**src/rtl/xor_pkg.sv**
```systemverilog
// Shared types and helpers for the frame parity engine.
// Latency: n/a (declarations only).
// Backpressure: n/a.
package xor_pkg;

    // Frame engine states: waiting for first word, mid-frame, result pending
    typedef enum logic [1:0] {
        IDLE  = 2'd0,
        ACCUM = 2'd1,
        HOLD  = 2'd2
    } state_e;

    // Widest vector parity_f accepts; narrower callers zero-extend (parity unchanged)
    localparam int PAR_MAX_W = 64;

    // Reduction parity, optionally inverted for odd-parity links
    function automatic logic parity_f(input logic [PAR_MAX_W-1:0] vec, input logic odd);
        return (^vec) ^ odd;
    endfunction

endpackage

```
**src/rtl/xor_tree_st.sv**
```systemverilog
// WIDTH-input XOR reduction built from 2-input XOR gates, result optionally inverted.
// Latency: combinational.
// Backpressure: none (pure combinational).
module xor_tree_st #(
    parameter int WIDTH = 8,
    parameter int ODD   = 0
) (
    input  logic [WIDTH-1:0] in_vec,
    output logic             parity
);

    localparam logic ODD_BIT = (ODD != 0);
    localparam int   NODES   = 2 * WIDTH - 1;

    // Heap-ordered full binary tree: nodes 0..WIDTH-2 are gates, the rest are leaves.
    // Each node lives in its own generate scope so no vector feeds back into itself.
    for (genvar k = 0; k < NODES; k++) begin : g_node
        logic v;
        if (k < WIDTH - 1) begin : g_gate
            xor u_xor (v, g_node[2*k+1].v, g_node[2*k+2].v);
        end else begin : g_leaf
            assign v = in_vec[k-(WIDTH-1)];
        end
    end

    // Root of the tree carries the parity of all inputs
    assign parity = g_node[0].v ^ ODD_BIT;

endmodule

```
**src/rtl/xor_parity_accum.sv**
```systemverilog
// Frame parity engine: lane XOR, parity bit and word count per frame (PARITY_CHECK_EN adds expected-parity compare).
// Latency: result valid 1 cycle after the closing word is accepted.
// Backpressure: in_ready drops while a result is pending; result held until out_ready.
module xor_parity_accum
    import xor_pkg::*;
#(
    parameter int WIDTH     = 8,
    parameter int MAX_WORDS = 16,
    parameter int ODD       = 0,
    localparam int CW       = $clog2(MAX_WORDS + 1)
) (
    input  logic             clk,
    input  logic             rst_n,
    input  logic             in_valid,
    output logic             in_ready,
    input  logic [WIDTH-1:0] in_data,
    input  logic             in_last,
    output logic             out_valid,
    input  logic             out_ready,
    output logic [WIDTH-1:0] out_lanes,
    output logic             out_parity,
    output logic [CW-1:0]    out_count,
    output logic             out_overflow
`ifdef PARITY_CHECK_EN
    ,
    input  logic             in_exp_parity,
    output logic             out_err
`endif
);

    state_e           state;
    logic [WIDTH-1:0] lanes;
    logic [WIDTH-1:0] next_lanes;
    logic [CW-1:0]    count;
    logic [CW-1:0]    next_count;
    logic             overflow;
    logic             accept;
    logic             closing;

    assign in_ready = (state != HOLD);
    assign accept   = in_valid & in_ready;

    // Next lane/count values for the word being offered; first word of a frame restarts both
    always_comb begin
        next_lanes = in_data;
        next_count = CW'(1);
        if (state == ACCUM) begin
            next_lanes = lanes ^ in_data;
            next_count = count + CW'(1);
        end
        closing = in_last | (next_count == CW'(MAX_WORDS));
    end

    // Frame FSM plus lane, count and overflow registers
    always_ff @(posedge clk or negedge rst_n) begin
        if (!rst_n) begin
            state    <= IDLE;
            lanes    <= '0;
            count    <= '0;
            overflow <= 1'b0;
        end else if (accept) begin
            lanes    <= next_lanes;
            count    <= next_count;
            overflow <= closing & ~in_last;
            state    <= closing ? HOLD : ACCUM;
        end else if ((state == HOLD) && out_ready) begin
            state <= IDLE;
        end
    end

    assign out_valid    = (state == HOLD);
    assign out_lanes    = lanes;
    assign out_count    = count;
    assign out_overflow = overflow;

    xor_tree_st #(
        .WIDTH (WIDTH),
        .ODD   (ODD)
    ) u_tree (
        .in_vec (lanes),
        .parity (out_parity)
    );

`ifdef PARITY_CHECK_EN
    localparam logic ODD_BIT = (ODD != 0);
    logic err;

    // Compare final frame parity against the producer's expectation; overflow frames never flag
    always_ff @(posedge clk or negedge rst_n) begin
        if (!rst_n) begin
            err <= 1'b0;
        end else if (accept && closing) begin
            err <= in_last ? (parity_f(PAR_MAX_W'(next_lanes), ODD_BIT) ^ in_exp_parity) : 1'b0;
        end
    end

    assign out_err = err;
`endif

endmodule
```
**config.mk**
```make
export PLATFORM = sky130hd
export DESIGN_NAME = xor_parity_accum
export DESIGN_NICKNAME = d
export VERILOG_FILES = /design/src/rtl/xor_pkg.sv /design/src/rtl/xor_tree_st.sv /design/src/rtl/xor_parity_accum.sv
export SDC_FILE = /design/constraint.sdc
export NUM_CORES = 1
export LEC_CHECK = 0
export ABC_CLOCK_PERIOD_IN_PS = 1620
export CORE_MARGIN = 5
export CORE_UTILIZATION = 25
export DETAILED_ROUTE_END_ITERATION = 6
export PLACE_DENSITY = 0.59
export SYNTH_ARGS = -nofsm -noshare
export SYNTH_HDL_FRONTEND = slang
export SYNTH_HIERARCHICAL = 1
export SYNTH_SLANG_ARGS = --single-unit
```
**constraint.sdc**
```tcl
create_clock -name clk -period 1.62 [get_ports clk]
set_input_delay 0.324 -clock clk [delete_from_list [all_inputs] [get_ports clk]]
set_output_delay 0.324 -clock clk [all_outputs]
set_load 0.005 [all_outputs]
```
==> metrics.cfg, run 1 <==
[clock_network]
clock_sink_count=16
clk_pin_slew_ns=0.07
ctsLongestPathBuffers=2
cts.hold.buffers_added=0
cts_inserted_buffers=3
cts.root.buffer_cell=sky130_fd_sc_hd__clkbuf_8
tritoncts=yes
cts-htree-levels=1
worst_skew_pair.late_latency_ns=0.25

[setup_path]
reg2regPathDepth=5
timing_worst_setup_path_type=flop to output pin
largest_stage_delay_on_the_critical_path_ns=0.49
critPathRequiredTime_ns=1.30
critical-path-top-delay-family=buffers and inverters
cp.depth=2
cp-end-kind=output pin
arrival_ns=1.29
timing.critical_path.slowest_stage_cell=sky130_fd_sc_hd__clkdlybuf4s50_1
path_max_fanout=4
timing.critical_path.cells=buf_4 > clkdlybuf4s50_1
timing.critical_path.buf_inv=2
setup.reg_to_reg.worst_slack_ns=0.09
startpoint_type_of_the_worst_setup_path=flop

[yosys]
synth_cell_type_count=29
synthCells=100
yosysWarnings=6
synth_area_sq_um=977.2
synth_area_leader_cell=sky130_fd_sc_hd__dfrtp_1
yosys_register_bits=16
synth.top_cells.by_area=sky130_fd_sc_hd__dfrtp_1 41%, sky130_fd_sc_hd__a221oi_1 7.2%, sky130_fd_sc_hd__nand3_1 5.6%
synth_top_cell_area_share_pct=40.97
syn_area_per_cell_sq_um=9.772
mappedNetlistNets=114
sequential_cell_area_fraction_in_the_yosys_report_pct=40.97

[floorplanning]
top_level_ports=30
start_util_pct=26.30
placeableCoreArea_sq_um=3716
die-area_sq_um=5259
die_height_um=72.52
placement_rows=22
die_x_um=72.52

[global_route]
grt_use_total_pct=10.94
globalRoute.totalOverflow=0
number_of_global_route_vias_before_repair=996
grt_max_degree=29
grt_pass1_wl_um=4616
antenna_found_initial=0

[status]
outcome=finished clean

[route]
met2_wirelength_um=1196
length_of_the_first_detailed_routing_pass_in_iterations=4
m1WireLength_um=1264
vias_per_cell=4.984
drc_errors=0
post_drt_wl_per_cell_um=13.82
drt_iter0_markers=82
detailroute.wirelength.met3_um=165
number_of_vias_after_detailed_routing=947
wl_um=2626
route.antenna.remaining_nets=0
dr.max_layer_used=met3

[sta]
report.final.setup_viol=0
final.period_utilization_pct=99.44
min_period_ns=1.611
final_skew_ns=0.005319
worst_pin_slew_ns=0.3540
timing.slew.headroom_pct=76.29
report.final.hold_viol_count=0
highest_achievable_clock_rate_mhz=620.8
worst_hold_check_slack_ns=0.3945
unrepaired_setup_endpoints_after_global_routing=true
pins_over_their_slew_limit=0

[pwr]
power.clock.fraction_pct=16.0
power_mw=2.248
max-vdd-ir-drop_mv=0.5821
power_switching_share_pct=34.25
cellPowerDensity_nw_per_um2=1501
share_comb_of_total_power_pct=56.5
p_switching_mw=0.7699
leakagePower_nw=0.6380
seqPwrFrac_pct=27.4
p_int_mw=1.478

[final_layout]
antenna_cells_inserted=0
num-nets-final=157
share_of_final_layout_standard_cells_stronger_than_drive_strength_1_pct=25.35
syn_to_final_growth_pct=53.27

[placed_design]
place_hpwl_um=1881
place.port_buffers=29
gp_congestion=0.7758

[hold_path]
hold_path_class=input pin to asynchronous set/reset pin

[run]
maxCapViolCount=0

[what timing repair did]
item                       in CTS  in global routing
pin swaps                       3                  1
setup buffers                   1                  0
resized for setup               7                  9
setup endpoints to repair       3                 14
[sequential cells by signal, summed over array words and instances (netlist names)]
register      cells
out_count         5
out_lanes         8
out_overflow      1
state             2
[power groups by stage]
stage / logic, mW / clock network (mW) / registers, mW
floorplan: 0.577 / 0 / 0.669
global route: 1.41 / 0.391 / 0.631
global placement: 1.31 / 0 / 0.608
detailed placement: 1.33 / 0 / 0.609
CTS: 1.27 / 0.371 / 0.603
finish: 1.27 / 0.361 / 0.616
[cell usage after synthesis (all sizes together)]
cell    count
a21oi       8
a221oi      8
a22o        3
a41oi       1
and2b       1
buf         3
clkbuf      3
dfrtp      16
ha          1
inv         1
mux2        2
mux2i       1
nand2       4
nand2b      2
nand3      12
nor2        1
nor2b       2
nor3b       1
o21ai      11
o22ai       8
o41ai       1
xnor2       7
xor2        3
[placed cells by master, fill, tap and decap left out, types with 2 or more instances in the layout]
cell                              netlist  routed
sky130_fd_sc_hd__a21oi_1                8       8
sky130_fd_sc_hd__nand3_1               11      11
sky130_fd_sc_hd__a22o_1                 2       2
sky130_fd_sc_hd__nand2_1                2       2
sky130_fd_sc_hd__xor2_1                 3       3
sky130_fd_sc_hd__clkdlybuf4s50_1        0      23
sky130_fd_sc_hd__xnor2_2                1       3
sky130_fd_sc_hd__o22ai_1                8       8
sky130_fd_sc_hd__clkbuf_8               0       4
sky130_fd_sc_hd__dfrtp_2                0       2
sky130_fd_sc_hd__buf_4                  1      15
sky130_fd_sc_hd__mux2_2                 2       2
sky130_fd_sc_hd__nand2_2                2       2
sky130_fd_sc_hd__o21ai_0               11      11
sky130_fd_sc_hd__xnor2_1                6       4
sky130_fd_sc_hd__dfrtp_1               16      14
sky130_fd_sc_hd__a221oi_1               8       8
sky130_fd_sc_hd__dlymetal6s2s_1         0       4
[path summary, 6_finish.rpt]
kind	startpoint	endpoint
setup reg to reg	out_count[0]	state[0]
setup / recovery	out_lanes[7]	out_lanes[7]
hold reg to reg	out_overflow	out_overflow
min in group clk	out_overflow	out_overflow
max in group asynchronous	rst_n	state[1]
hold / removal	rst_n	out_lanes[3]
[routing by layer]
layer	track usage, %	vias up
met2	17.13	28
met1	14.78	454
met4	2.459	0
met3	3.324	0
met5	0	-
li1	-	465
[logic make-up after synthesis]
group | after synthesis | share of synthesized area [%]
xor gates and xnor gates | 10 | 9.732
muxes | 3 | 3.329
AOI/OAI and AO/OA | 40 | 27.40
and+or+nand+nor | 23 | 13.96
adders and majority gates | 1 | 1.280
DFF | 16 | 40.97
buffers and inverters | 7 | 3.329
[cell type report]
class	instances	area, sq um
timing repair buffer	44	406.6
tap	48	60.06
fill	376	2218
clock buffer	4	55.05
sequential	16	402.9
multi-input combinational	77	569.3
inverter	1	3.754
[metrics by stage]
| step | std cells | instance area, sq um | TNS (ns) | worst slack (ns) | util [%] |
|---|---|---|---|---|---|
| 3_3_place_gp | 185 | 1404 | -0.9843 | -0.1217 | 37.78 |
| 5_1_grt | 190 | 1498 | -0.1379 | -0.06809 | 40.30 |
| 6_report | 190 | 1498 | 0 | 0.009125 | 40.30 |
| 2_1_floorplan | 100 | 977.2 | 0 | 0.1037 | - |
| 4_1_cts | 190 | 1466 | 0 | 0.002047 | 39.46 |
| 3_5_place_dp | 185 | 1404 | -1.410 | -0.1707 | 37.78 |
Power figures use the tool's default switching activity.
==> inputs of run 2 (changes only) <==
--- a/config.mk
+++ b/config.mk
@@ -10,6 +10,7 @@
 export CORE_UTILIZATION = 25
 export DETAILED_ROUTE_END_ITERATION = 6
 export PLACE_DENSITY = 0.59
+export SLEW_MARGIN = 10
 export SYNTH_ARGS = -nofsm -noshare
 export SYNTH_HDL_FRONTEND = slang
 export SYNTH_HIERARCHICAL = 1
==> results of run 2 <==
No change in the layout: final DEF, timing and power equal those of run 1.
==> inputs of run 3 (changes only) <==
--- a/config.mk
+++ b/config.mk
@@ -9,7 +9,9 @@
 export CORE_MARGIN = 5
 export CORE_UTILIZATION = 25
 export DETAILED_ROUTE_END_ITERATION = 6
+export GPL_TIMING_DRIVEN = 0
 export PLACE_DENSITY = 0.59
+export SKIP_CTS_REPAIR_TIMING = 1
 export SLEW_MARGIN = 10
 export SYNTH_ARGS = -nofsm -noshare
 export SYNTH_HDL_FRONTEND = slang
==> run 3 against run 2 <==
Compared with the run above:
- the run now ends with negative setup slack left
- setup slack lost 0.039 ns
- total power grew 3.4%
- critical endpoint is now out_parity
- critical path depth grew 2
- first-iteration DRC count shrank 4.9%
- highest routed layer unchanged
- largest power group unchanged
- clock skew grew 0.00084 ns
==> metrics.cfg, run 3 (synthesized netlist as in run 1, its figures left out) <==
[status]
outcome=complete, but fails checks
violations=negative setup slack

[sta]
final_skew_ns=0.006164  ; +0.0008445 ns
tns_ns=-0.03025  ; -0.03025 ns
highest_achievable_clock_rate_mhz=606.0  ; -2.4%
min_period_ns=1.650  ; +0.03938 ns
layout_setup_ws_ns=-0.03025  ; -0.03938 ns
worst_pin_slew_ns=0.7811  ; +0.4271 ns
pins_over_their_slew_limit=0  ; unchanged
unrepaired_setup_endpoints_after_global_routing=true
timing.slew.headroom_pct=47.76  ; -29 points
final.period_utilization_pct=101.9  ; +2.4 points
report.final.setup_viol=1  ; +1
report.final.hold_viol_count=0  ; unchanged

[final_layout]
antenna_cells_inserted=0  ; unchanged
most-common-layout-cells=25 x sky130_fd_sc_hd__clkdlybuf4s50_1, 11 x sky130_fd_sc_hd__o21ai_0, 11 x sky130_fd_sc_hd__nand3_1
syn_to_final_growth_pct=52.11
num-nets-final=152  ; -3.2%
finalInstanceArea_sq_um=1486  ; -0.75%
share_of_final_layout_standard_cells_stronger_than_drive_strength_1_pct=26.28  ; +0.93 points
largest_register_ffs=8  ; unchanged
final_cell_count_no_fill=185  ; -2.6%
final_common_cell=sky130_fd_sc_hd__clkdlybuf4s50_1

[route]
length_of_the_first_detailed_routing_pass_in_iterations=4  ; unchanged
vias_per_cell=5.373  ; +7.8%
route.antenna.remaining_nets=0  ; unchanged
number_of_vias_after_detailed_routing=994  ; +5.0%
post_drt_wl_per_cell_um=15.69  ; +14%
drt_iter0_markers=78  ; -4.9%
drc_errors=0  ; unchanged
wl_um=2903  ; +11%

[hold_path]
hold_path_class=flop to flop

[pwr]
power_mw=2.324  ; +3.4%
cellPowerDensity_nw_per_um2=1563  ; +4.1%
max-vdd-ir-drop_mv=0.5252  ; -9.8%
leakagePower_nw=0.5979  ; -6.3%

[floorplanning]
placement_rows=22  ; unchanged
top_level_ports=30  ; unchanged
die-area_sq_um=5259  ; unchanged
placeableCoreArea_sq_um=3716  ; unchanged
die_x_um=72.52  ; unchanged
start_util_pct=26.30  ; unchanged
die_height_um=72.52  ; unchanged

[clock_network]
cts_inserted_buffers=3  ; unchanged
ctsLongestPathBuffers=2  ; unchanged
cts.root.buffer_cell=sky130_fd_sc_hd__clkbuf_8
cts-htree-levels=1  ; unchanged
clock_sink_count=16  ; unchanged
clk_pin_slew_ns=0.07  ; about the same
worst_skew_pair.late_latency_ns=0.26  ; about the same
tritoncts=yes

[global_route]
globalRoute.totalOverflow=0  ; unchanged
number_of_global_route_vias_before_repair=1004  ; +0.80%
grt_pass1_wl_um=4843  ; +4.9%
grt_use_total_pct=11.54  ; +0.59 points
grt_max_degree=17  ; -41%
antenna_found_initial=0  ; unchanged

[setup_path]
startpoint_type_of_the_worst_setup_path=flop
timing.critical_path.slowest_stage_cell=sky130_fd_sc_hd__dfrtp_2
timing.critical_path.cells=xnor2_1 > xnor2_1 > xnor2_1 > dlymetal6s2s_1
path_max_fanout=5  ; +1
critical-path-top-delay-family=XOR/XNOR gates
arrival_ns=1.33  ; +0.04 ns
timing_worst_setup_path_type=flop to output pin
critPathRequiredTime_ns=1.30  ; about the same
crit_path_frequent_cell=sky130_fd_sc_hd__xnor2_1
timing.critical_path.buf_inv=1  ; -1
cp-end-kind=output pin
largest_stage_delay_on_the_critical_path_ns=0.45  ; -0.04 ns

[placed_design]
gp_congestion=0.8115  ; +4.6%
place.port_buffers=29  ; unchanged
numPlacedInstances=177  ; -4.3%
dpl_worst_slack_ns=-0.1797  ; -0.008997 ns
place_hpwl_um=1983  ; +5.4%
detailed_place.area_sq_um=1328  ; -5.4%

[run]
maxCapViolCount=0  ; unchanged

run 3: final timing paths:
kind / startpoint / to / slack [ns] / cells after the start
worst max-delay path: out_lanes[4] / out_parity / -0.03 / 4
worst min-delay path: out_overflow / out_overflow / 0.49 / 2
worst max register to register: out_count[0] / state[0] / 0.03 / 5
worst min register to register: out_overflow / out_overflow / 0.49 / 2
max in group asynchronous: rst_n / out_count[2] / 0.56 / 1
min in group asynchronous: rst_n / out_lanes[2] / 0.52 / 1
run 3: cell type report:
type,instances,area [sq um]
Clock buffer,4,55.05
Tap cell,48,60.06
Timing Repair Buffer,33,325.3
Inverter,1,3.754
Fill cell,376,2230
Sequential cell,16,410.4
Multi-Input combinational cell,77,599.3
Buffer,6,32.53
run 3: per-layer routing:
layer | up-vias | global-route usage, % | part of all wire (%) | wire, um
li1 | 461 | - | - | -
met5 | - | 0 | 0 | 0
met1 | 499 | 16.02 | 49 | 1416
met2 | 34 | 17.13 | 44 | 1277
met3 | 0 | 4.155 | 7.2 | 209
met4 | 0 | 2.459 | 0 | 0
run 3: worst reg2reg max path: cells and delay by family (launching register included):
family / cells / cell delay [ns]
compound gates: 1 / 0.15
mux: 1 / 0.28
fa+ha+maj: 1 / 0.20
xor+xnor: 1 / 0.15
simple gates: 1 / 0.24
flops: 1 / 0.46
run 3: power breakdown:
part / leakage [nW] / total, mW / internal (mW) / switching (mW)
sequential: 0.189 / 0.737 / 0.531 / 0.206
combinational: 0.380 / 1.22 / 0.762 / 0.454
clock: 0.0288 / 0.371 / 0.216 / 0.155
run 3: stage by stage:
stage | util [%] | hold WS [ns]
after CTS | 37.21 | 0.5054
after detailed placement | 35.72 | 0.4786
after global routing | 40.00 | 0.5350
final | 40.00 | 0.4926
after global placement | 35.72 | 0.4752
after floorplan | - | 0.02841
